## config.mk

```make
export PLATFORM = sky130hd
export DESIGN_NAME = eth_10g_rx_st_lane_arbiter
export DESIGN_NICKNAME = d
export VERILOG_FILES = /design/src/rtl/eth_10g_rx_st_lane_arbiter.sv
export SDC_FILE = /design/constraint.sdc
export NUM_CORES = 1
export LEC_CHECK = 0
export ABC_AREA = 0
export CAP_MARGIN = 25
export CORE_ASPECT_RATIO = 0.7
export CORE_MARGIN = 1.5
export CORE_UTILIZATION = 43
export CTS_CLUSTER_DIAMETER = 100
export DETAILED_ROUTE_END_ITERATION = 8
export PLACE_DENSITY_LB_ADDON = 0.05
export SYNTH_ARGS = -nofsm -noshare
export SYNTH_HDL_FRONTEND = slang
export SYNTH_SLANG_ARGS = --single-unit
```

## constraint.sdc

```tcl
create_clock -name clk -period 5 [get_ports clk]
set_input_delay 1 -clock clk [delete_from_list [all_inputs] [get_ports clk]]
set_output_delay 1 -clock clk [all_outputs]
set_load 0.05 [all_outputs]
```

## src/rtl/eth_10g_rx_st_lane_arbiter.sv

```systemverilog
// ---------------------------------------------------------------------------
// eth_10g_rx_st_lane_arbiter
//
// Shares one 72-bit Avalon-ST channel (64 data + 8 control, lane-decoder
// format) between two requesters feeding the 10G MAC RX path. Arbitration is
// round-robin and packet-locked: once a requester wins on a sop beat it keeps
// the channel until its eop beat is accepted. A per-packet beat watchdog
// truncates runaway packets: the beat that reaches MAX_BEATS goes out with
// out_eop and out_error set, and the rest of that packet is silently
// drained. The output is a single registered stage with full ready/valid
// backpressure.
//
// Ports
//   clk                   single clock
//   reset_n               asynchronous active-low reset
//   in0_* / in1_*         requester beats: valid, ready, data, sop, eop
//   out_valid/out_ready   registered output handshake
//   out_data              registered payload
//   out_sop/out_eop       registered packet delimiters
//   out_channel           requester index that produced the output beat
//   out_error             set on a truncated final beat
//   stray_pulse           one-cycle pulse after a non-sop beat is dropped in IDLE
//   trunc_pulse           one-cycle pulse alongside a truncated final beat
// ---------------------------------------------------------------------------
module eth_10g_rx_st_lane_arbiter #(
    parameter int DATA_W    = 72,
    parameter int MAX_BEATS = 1200
) (
    input  logic              clk,
    input  logic              reset_n,
    input  logic              in0_valid,
    output logic              in0_ready,
    input  logic [DATA_W-1:0] in0_data,
    input  logic              in0_sop,
    input  logic              in0_eop,
    input  logic              in1_valid,
    output logic              in1_ready,
    input  logic [DATA_W-1:0] in1_data,
    input  logic              in1_sop,
    input  logic              in1_eop,
    output logic              out_valid,
    input  logic              out_ready,
    output logic [DATA_W-1:0] out_data,
    output logic              out_sop,
    output logic              out_eop,
    output logic              out_channel,
    output logic              out_error,
    output logic              stray_pulse,
    output logic              trunc_pulse
);

    localparam int CNT_W = $clog2(MAX_BEATS + 1);

    typedef enum logic [1:0] {
        IDLE,
        XFER,
        DROP
    } state_t;

    state_t            state_q, state_d;
    logic              gnt_q, gnt_d;
    logic              rr_last_q, rr_last_d;
    logic [CNT_W-1:0]  cnt_q, cnt_d;
    logic              run_q;
    logic              out_valid_q, out_valid_d;
    logic [DATA_W-1:0] out_data_q, out_data_d;
    logic              out_sop_q, out_sop_d;
    logic              out_eop_q, out_eop_d;
    logic              out_channel_q, out_channel_d;
    logic              out_error_q, out_error_d;
    logic              stray_q, stray_d;
    logic              trunc_q, trunc_d;

    logic              in0_rdy, in1_rdy;
    logic              acc0, acc1;
    logic              slot_free;
    logic              req0, req1;
    logic              sel_acc;
    logic [DATA_W-1:0] sel_data;
    logic              sel_sop, sel_eop;
    logic [CNT_W-1:0]  cnt_inc;

    assign slot_free = !out_valid_q || out_ready;
    assign req0      = in0_valid && in0_sop;
    assign req1      = in1_valid && in1_sop;
    assign cnt_inc   = cnt_q + CNT_W'(1);

    // Ready generation. It depends only on state, grant, output occupancy and
    // the sop flag; never on the requester's own valid. In IDLE a non-sop beat
    // is taken and thrown away, while a sop beat waits out the arbitration
    // bubble. run_q keeps both readies low while reset is applied and for the
    // first cycle after release.
    always_comb begin
        in0_rdy = 1'b0;
        in1_rdy = 1'b0;
        case (state_q)
            IDLE: begin
                in0_rdy = run_q && !in0_sop;
                in1_rdy = run_q && !in1_sop;
            end
            XFER: begin
                if (gnt_q) in1_rdy = slot_free;
                else       in0_rdy = slot_free;
            end
            DROP: begin
                if (gnt_q) in1_rdy = 1'b1;
                else       in0_rdy = 1'b1;
            end
            default: begin
                in0_rdy = 1'b0;
                in1_rdy = 1'b0;
            end
        endcase
    end

    assign acc0     = in0_valid && in0_rdy;
    assign acc1     = in1_valid && in1_rdy;
    assign sel_acc  = gnt_q ? acc1 : acc0;
    assign sel_data = gnt_q ? in1_data : in0_data;
    assign sel_sop  = gnt_q ? in1_sop : in0_sop;
    assign sel_eop  = gnt_q ? in1_eop : in0_eop;

    // Next-state logic for the arbiter FSM, the beat counter and the output
    // register. The output stage drains whenever downstream accepts and no
    // new beat is loaded; an XFER accept overrides that and reloads it.
    always_comb begin
        state_d       = state_q;
        gnt_d         = gnt_q;
        rr_last_d     = rr_last_q;
        cnt_d         = cnt_q;
        out_valid_d   = out_valid_q;
        out_data_d    = out_data_q;
        out_sop_d     = out_sop_q;
        out_eop_d     = out_eop_q;
        out_channel_d = out_channel_q;
        out_error_d   = out_error_q;
        stray_d       = 1'b0;
        trunc_d       = 1'b0;

        if (out_ready) out_valid_d = 1'b0;

        case (state_q)
            IDLE: begin
                // Any accept in IDLE is a stray non-sop beat; two at once
                // still produce a single pulse.
                stray_d = acc0 || acc1;
                if (req0 || req1) begin
                    gnt_d     = (req0 && req1) ? !rr_last_q : req1;
                    rr_last_d = gnt_d;
                    state_d   = XFER;
                end
            end
            XFER: begin
                if (sel_acc) begin
                    out_valid_d   = 1'b1;
                    out_data_d    = sel_data;
                    out_sop_d     = sel_sop;
                    out_eop_d     = sel_eop;
                    out_channel_d = gnt_q;
                    out_error_d   = 1'b0;
                    cnt_d         = cnt_inc;
                    if (sel_eop) begin
                        cnt_d   = '0;
                        state_d = IDLE;
                    end else if (cnt_inc == CNT_W'(MAX_BEATS)) begin
                        // Watchdog hit: close the packet here and drain the rest.
                        out_eop_d   = 1'b1;
                        out_error_d = 1'b1;
                        trunc_d     = 1'b1;
                        cnt_d       = '0;
                        state_d     = DROP;
                    end
                end
            end
            DROP: begin
                if (sel_acc && sel_eop) state_d = IDLE;
            end
            default: begin
                state_d = IDLE;
            end
        endcase
    end

    // State and output registers. rr_last resets to 1 so requester 0 wins
    // the first contention after reset.
    always_ff @(posedge clk or negedge reset_n) begin
        if (!reset_n) begin
            state_q       <= IDLE;
            gnt_q         <= 1'b0;
            rr_last_q     <= 1'b1;
            cnt_q         <= '0;
            run_q         <= 1'b0;
            out_valid_q   <= 1'b0;
            out_data_q    <= '0;
            out_sop_q     <= 1'b0;
            out_eop_q     <= 1'b0;
            out_channel_q <= 1'b0;
            out_error_q   <= 1'b0;
            stray_q       <= 1'b0;
            trunc_q       <= 1'b0;
        end else begin
            state_q       <= state_d;
            gnt_q         <= gnt_d;
            rr_last_q     <= rr_last_d;
            cnt_q         <= cnt_d;
            run_q         <= 1'b1;
            out_valid_q   <= out_valid_d;
            out_data_q    <= out_data_d;
            out_sop_q     <= out_sop_d;
            out_eop_q     <= out_eop_d;
            out_channel_q <= out_channel_d;
            out_error_q   <= out_error_d;
            stray_q       <= stray_d;
            trunc_q       <= trunc_d;
        end
    end

    assign in0_ready   = in0_rdy;
    assign in1_ready   = in1_rdy;
    assign out_valid   = out_valid_q;
    assign out_data    = out_data_q;
    assign out_sop     = out_sop_q;
    assign out_eop     = out_eop_q;
    assign out_channel = out_channel_q;
    assign out_error   = out_error_q;
    assign stray_pulse = stray_q;
    assign trunc_pulse = trunc_q;

endmodule

```

After elaboration in Yosys (flattened, before gate mapping)
Index checks and enable logic that the tools add are counted.
{"block": "word_totals", "ff_bits": 95, "in_bits": 153, "output_inout_bits": 81, "elab_cells": 68}
{"block": "classes", "addsub": 1, "n_eq_ne": 7, "n_mux": 28, "n_reduce_logical": 19}
{"op": "$mux W72", "n": 1}
{"op": "$mux W11", "n": 2}
{"op": "$mux W1", "n": 17}
{"op": "$add A11 B1 Y11 const B", "n": 1}
{"op": "$eq A11 B11 Y1 const B", "n": 1}
{"op": "$mux W2", "n": 5}
{"op": "$logic_and A1 B1 Y1", "n": 8}
{"op": "$ne A2 B2 Y1 const B", "n": 3}
{"op": "$pmux W1 S3", "n": 2}
{"op": "$pmux W2 S3", "n": 1}
{"op": "$logic_not A1 Y1", "n": 4}
{"op": "$reduce_and A2 Y1", "n": 2}
{"op": "$reduce_and A4 Y1", "n": 1}
{"op": "$logic_or A1 B1 Y1", "n": 3}
{"op": "$ne A3 B3 Y1 const B", "n": 1}
{"op": "$eq A2 B1 Y1 const B", "n": 1}
{"op": "$eq A2 B2 Y1 const B", "n": 1}
{"op": "$logic_not A2 Y1", "n": 1}

Logic depth before layout (Yosys ltp)
Gate-level depths: netlist of run 1.
{"block": "logic_depth", "word_depth": 9, "depth_mapped": 8, "depth_no_buf": 6}

Worst setup path after synthesis of run 1
Ideal clock, no wire load.
{"block": "synth_timing", "path_kind": "input-to-output", "startpoint": "input port in1_sop", "endpoint": "output port in1_ready", "arrival_ps": 2036, "required_time_ps": 4000, "setup_slack_ps": 1964, "stages": 3, "path_buffers": 0, "path_cell_list": "nor3b_1 > a21oi_1 > o2bb2ai_1"}
{"block": "synth_via", "elab_chain_cells": 3}
{"element": "start: declaration", "line_no": "39", "source": "input logic in1_sop,"}
{"element": "$logic_not A1 Y1", "line_no": "99", "source": "in1_rdy = run_q && !in1_sop;"}
{"element": "$logic_and A1 B1 Y1", "line_no": "99"}
{"element": "$pmux W1 S3", "line_no": "96", "source": "case (state_q)"}
{"element": "end: declaration", "line_no": "37", "source": "output logic in1_ready,"}
No other way between the ends.

Final worst setup path of run 1
{"block": "layout_timing", "startpoint": "input port out_ready", "endpoint": "output port in1_ready"}
{"block": "layout_via", "elab_chain_cells": 3}
{"element": "start: declaration", "line_no": "42", "source": "input logic out_ready,"}
{"element": "$logic_or A1 B1 Y1", "line_no": "83", "source": "assign slot_free = !out_valid_q || out_ready;"}
{"element": "$mux W1", "line_no": "102", "source": "if (gnt_q) in1_rdy = slot_free;"}
{"element": "$pmux W1 S3", "line_no": "96"}
No other way between the ends.

==> metrics.txt, run 1 <==
worst-path cell chain clkdlybuf4s50_1, nor2b_1, nor3b_1, o2bb2ai_1, clkdlybuf4s50_1; crit-path max FO 4; register area share after synthesis 51.9%; Min-Delay Path Class reg2reg; core box area 0.0104 mm2; RSZ-0062 raised after global routing false; Levels on crit path 5; Layout Skew 0.00565 ns; pwr/cell area 679 mW/mm2; actual slew at the worst max-slew pin approximately 0.93 ns; Critical Path Most Common Cell clkdlybuf4s50_1; critical path launch point type primary input; post-synthesis average cell area between 10 and 15 um2; TritonCTS Buffers 9; Seq cells post-synth 95; die area approximately 0.011 mm2; worst vdd ir 0.458 mV; commonest cells in the netlist dfrtp_1 (94), nand2_1 (93), mux2i_1 (75); area leader, netlist dfrtp_1; Detail Route Antenna Nets 0; reg-to-reg endpoint out_data[47]$_DFFE_PN0P_; GR Overflow Total 0; # resized after CTS 0; Slew Limit Fails 0; first-pass GRT wire length 19,300 um; FILL cells 780; Crit. End Element primary output; die height ~89 um; final setup TNS 0 ns; Critical Path Slowest Stage Cell clkdlybuf4s50_1; antenna fix cells 0; Register-to-Register Path Depth 4; post-synth top area share between 50% and 60%; clock buffer depth 2; WS Path Type in2out; mean number of vias per cell 5.13; max frequency 0.252 GHz; Arr. time, crit path ~3 ns; post-CTS setup repair buffer count 0; HPWL after detailed placement 9630 um; share of cells above drive strength 1 about 4.3%; status finished clean; Leakage 0.00315 uW; antenna violations before repair 0; post-synthesis to final-layout area growth 59.8%; final setup fails 0; Buf/Inv on CP 2; routed len/inst 15.6 um; CTS tree built; Synth cell types 48; Iter 0 DRT Violations 199; largest cells by area after synthesis dfrtp_1 (51%), mux2i_1 (16%), o21ai_0 (7.9%); Die Wd 126 um; Initial Util 44.2%; Skew-Pair Late Insertion Delay ~0.34 ns; most common cell in the netlist dfrtp_1; synthesized area 0.00458 mm2; vias in the first global route a little under 4,000; final wirelength 12,700 um; CTS root buffer clkbuf_16; num rows 31; max cap viols 0; WHS Path Cells 2; via count 4,159; critical path's top delay family buffers and inverters; worst slew margin relative to its limit between 30% and 40%; cell count after synthesis 456; final hold violation count 0; hold buffer count at cts 0; EDFF count, synth 0; Num Clock Sinks 95; number of nets in the layout 828; Mapped Nets 610; GRT Util Overall approximately 22%; Main synth FF type dfrtp_1; hold endpoint out_data[0]$_DFFE_PN0P_; Buffers on Ports 233; clock slew at reported path FFs 0.06 ns; fraction of registers with async set/reset 100%; Seq. cell area 0.00238 mm2; largest net degree at the start of global routing 109; WP data required 4.00 ns; total power approximately 5000 uW; residual DRC count 0; hold path startpoint out_data[0]$_DFFE_PN0P_; Crit Reg-Reg Startpoint gnt_q$_DFFE_PN0P_; share of the cycle needed by the critical path after routing 79.3%; # IOs roughly 230; area of the multi-input gates 0.00206 mm2; First-pass DRT Iterations 5; minimum clock period 3.97 ns; CP max stage delay roughly 0.84 ns; yosys warns 0; GPL Wtd Cong 0.848; flop-to-flop setup slack 2.24 ns; H-tree depth 3
==> final cells by class <==
type / instances / share of cell area, %
multi-input cells: 326 / 28.2
clock inverters: 5 / 1.11
inverters: 4 / 0.205
clock buffers: 11 / 3.32
well taps: 132 / 2.26
flip-flops and latches: 95 / 32.6
repair buffers: 238 / 32.4
==> per-stage QoR <==
stage	worst slack, ns	util (%)	instances	hold slack, ns	cell area, um2
2_1_floorplan	1.96	-	456	0.463	4580
3_3_place_gp	1.08	67.5	795	0.460	6990
3_5_place_dp	1.04	67.5	795	0.469	6990
4_1_cts	1.03	70.6	811	0.484	7320
5_1_grt	0.923	70.6	811	0.505	7320
6_report	1.03	70.6	811	0.479	7320
==> placed cells by master (no fill, tap or decap), types with 2 or more instances in the layout <==
cell type,count
clkdlybuf4s50_1,232
nand2_1,93
dfrtp_1,93
mux2i_1,75
o21ai_0,72
nand3_1,10
o21ai_1,10
clkbuf_16,9
nor2_1,7
buf_4,6
a21oi_1,5
inv_1,4
o2bb2ai_1,4
nand4_1,3
o311ai_1,3
nor2b_1,2
nor3b_1,2
a22oi_1,2
nor4_1,2
or4b_4,2
and2_1,2
nand3b_1,2
nor3_1,2
nand2b_1,2
o31ai_1,2
a21o_1,2
o41ai_1,2
o21a_1,2
bufinv_16,2
==> cells by family (layout without fill, tap and decap cells) <==
family | count (synthesis) | count (layout) | synth area share (%)
flip-flops | 95 | 95 | 51.9
AO/OA/AOI/OAI | 115 | 115 | 15.1
XOR/XNOR | 1 | 1 | 0.191
other | 1 | 1 | 0.0819
adder cells (fa/ha/maj) | 1 | 1 | 0.273
AND/OR/NAND/NOR | 133 | 133 | 12.9
multiplexers | 75 | 75 | 16.4
buffers and inverters | 35 | 258 | 3.11
==> sequential cells by signal, summed over array words and instances (netlist names) <==
signal,count
out_data,72
cnt_q,11
state_q,2
gnt_q,1
out_channel,1
out_eop,1
out_error,1
out_sop,1
out_valid,1
rr_last_q,1
run_q,1
stray_pulse,1
trunc_pulse,1
==> metal layers <==
| metal | global-route usage (%) | routed length (um) |
|---|---|---|
| met5 | 0 | 0 |
| met2 | 37.0 | 6090 |
| met3 | 8.26 | 1160 |
| met1 | 26.8 | 5230 |
| met4 | 8.25 | 213 |
==> worst max path at each step <==
stage | slack (ns) | from | endpoint
final | 1.03 | out_ready | in1_ready
after global routing | 0.92 | out_ready | in1_ready
after CTS | 1.03 | out_ready | in1_ready
after detailed placement | 1.04 | out_ready | in1_ready
after global placement | 1.08 | out_ready | in0_ready
after floorplan | 1.96 | in1_sop | in1_ready
==> tightest hold or removal path, cell delays in order (launching register included) <==
cell and delay, ns:
dfrtp_1 0.34, nand2_1 0.04, o21ai_0 0.06
==> power breakdown <==
| group | total (uW) | internal (uW) | switching [uW] |
|---|---|---|---|
| Clock | 737 | 452 | 285 |
| Sequential | 1390 | 1110 | 271 |
| Combinational | 2850 | 1010 | 1840 |
Power figures use the tool's default switching activity.
==> run 2: changes to the inputs <==
--- a/config.mk
+++ b/config.mk
@@ -9,7 +9,7 @@
 export CAP_MARGIN = 25
 export CORE_ASPECT_RATIO = 0.7
 export CORE_MARGIN = 1.5
-export CORE_UTILIZATION = 43
+export CORE_UTILIZATION = 40
 export CTS_CLUSTER_DIAMETER = 100
 export DETAILED_ROUTE_END_ITERATION = 8
 export PLACE_DENSITY_LB_ADDON = 0.05
==> constraint.sdc (replaced) <==
create_clock -name clk -period 3.86 [get_ports clk]
set_input_delay 0.772 -clock clk [delete_from_list [all_inputs] [get_ports clk]]
set_output_delay 0.772 -clock clk [all_outputs]
set_load 0.05 [all_outputs]
==> run 2 against run 1 <==
Compared with the run above:
- sequential power increased by 22%
- clock power increased by 21%
- worst hold slack got worse by 0.22 ns
- count of clock-buffer cells in the layout unchanged
==> metrics.txt, run 2 (synthesis gave the netlist of run 1 again) <==
final setup TNS 0 ns; Sw Ratio 48.6%; critical path launch point type primary input; post-synthesis to final-layout area growth 60.9%; CTS root buffer clkbuf_16; metal2 WL 6290 um; TritonCTS Buffers 9; Buffers on Ports between 200 and 250; Crit. End Element primary output; GPL Wtd Cong 0.883; Critical Path Most Common Cell clkdlybuf4s50_1; final hold violation count 0; Iter 0 DRT Violations 212; residual DRC count 0; FILL cells 909; GR Overflow Total 0; first-pass GRT wire length 20,100 um; M1 wire length roughly 5600 um; Crit Reg-Reg Startpoint cnt_q[2]$_DFFE_PN0P_; Internal around 3300 uW; via count just over 4,000; worst slew margin relative to its limit 55.2%; final setup fails 0; share of cells above drive strength 1 4.84%; Critical Path Slowest Stage Cell clkdlybuf4s50_1; num rows 32; flop-to-flop setup slack 1.47 ns; First-pass DRT Iterations 4; status finished clean; WP data required 3.09 ns; reg-to-reg endpoint cnt_q[3]$_DFFE_PN0P_; worst setup margin around 0.31 ns; Detail Route Antenna Nets 0; die height 92.5 um; # resized after CTS 0; WS Path Type in2out; share of the cycle needed by the critical path after routing 91.9%; vias in the first global route 3,924; worst-path cell chain clkdlybuf4s50_1, nor2b_1, nor3b_1, o2bb2ai_1, clkdlybuf4s50_1; hold buffer count at cts 0; H-tree depth 3; Clock Power Share between 10% and 20%; CTS tree built; Min-Delay Path Class in2async; Final Util between 60 and 70%; number of nets in the layout 831; max cap viols 0; # IOs approximately 230; Die Wd approximately 130 um; final wirelength 13,100 um; worst vdd ir 0.586 mV; Layout Skew 0.00637 ns; Arr. time, crit path 2.78 ns; Logic pwr share 59.5%; GRT Util Overall around 21%; DR top layer met4; max frequency ~0.28 GHz; Num Clock Sinks 95; die area 0.0121 mm2; clock slew at reported path FFs around 0.060 ns; antenna violations before repair 0; most frequent cells in the layout clkdlybuf4s50_1 (231), nand2_1 (93), dfrtp_1 (93), mux2i_1 (75), o21ai_0 (72); largest net degree at the start of global routing 91; Seq pwr share 26.6%; Slew Limit Fails 0; post-CTS setup repair buffer count 0; Skew-Pair Late Insertion Delay roughly 0.34 ns; actual slew at the worst max-slew pin between 0.6 and 0.7 ns; CP max stage delay 0.85 ns; pwr/cell area 868 mW/mm2; Psw slightly above 3000 uW; clock buffer depth 2; Initial Util between 40% and 50%; commonest non-fill, non-tap cell in the layout clkdlybuf4s50_1; crit-path max FO 4; Detail Route met3 WL 1050 um; Register-to-Register Path Depth 5; max reg flops slightly above 70; HPWL after detailed placement 9950 um; Seq. cell area approximately 0.0024 mm2; core box area 0.0111 mm2; antenna fix cells 0; minimum clock period between 3 and 4 ns; mean number of vias per cell 4.90; area of the multi-input gates 0.00206 mm2; RSZ-0062 raised after global routing false; Leakage 0.00317 uW; routed len/inst 15.6 um; DP Worst Slack 0.332 ns
run 2: changes by cell type in the layout (fill, tap and decap cells not counted):
| cell | change |
|---|---|
| bufinv_16 | -1 |
| clkdlybuf4s50_1 | -1 |
| buf_12 | +1 |
| inv_6 | +1 |
| buf_16 | +1 |
| clkinv_2 | +1 |
| clkinv_4 | -1 |
| buf_4 | +2 |
run 2: worst max-delay path: cells and delay by family:
kind / cells / cell delay, ns
compound gates: 1 / 0.21
simple gates: 2 / 0.48
buf+inv: 2 / 1.31
run 2: area by class of cell:
cell class | instances | share of cell area [%]
Clock buffer | 11 | 3.29
Clock inverter | 5 | 0.764
Timing Repair Buffer | 241 | 32.8
Sequential cell | 95 | 32.3
Multi-Input combinational cell | 326 | 28.0
Tap cell | 153 | 2.60
Inverter | 4 | 0.204
run 2: how the worst max path moves through the flow:
stage                    from         to  slack [ns]  depth (start not counted)
global placement    out_ready  in0_ready        0.39                          5
floorplan             in1_sop  in1_ready        1.28                          3
CTS                 out_ready  in0_ready        0.33                          5
global route        out_ready  in0_ready        0.20                          5
detailed placement  out_ready  in0_ready        0.33                          5
finish              out_ready  in0_ready        0.31                          5
run 2: power groups by stage:
stage / Combinational, uW / Clock, uW / Sequential (uW)
after floorplan: 1200 / 0 / 3040
after global placement: 3780 / 0 / 1700
after detailed placement: 3830 / 0 / 1720
after CTS: 3840 / 912 / 1710
after global routing: 4040 / 962 / 1770
final: 3800 / 891 / 1700
run 2: metrics by stage:
step | hold WS [ns] | cells | power [uW] | cell area (um2)
after floorplan | 0.463 | 456 | 4230 | 4580
after global placement | 0.461 | 818 | 5480 | 7040
after detailed placement | 0.471 | 818 | 5550 | 7040
after CTS | 0.485 | 834 | 6460 | 7340
after global routing | 0.243 | 835 | 6770 | 7370
final | 0.256 | 835 | 6400 | 7370
run 2: per-layer routing:
| metal | track usage (%) | vias up |
|---|---|---|
| met3 | 6.87 | 10 |
| met2 | 36.1 | 132 |
| met1 | 27.4 | 1887 |
| met5 | 0 | - |
| li1 | - | 2059 |
| met4 | 4.21 | 0 |
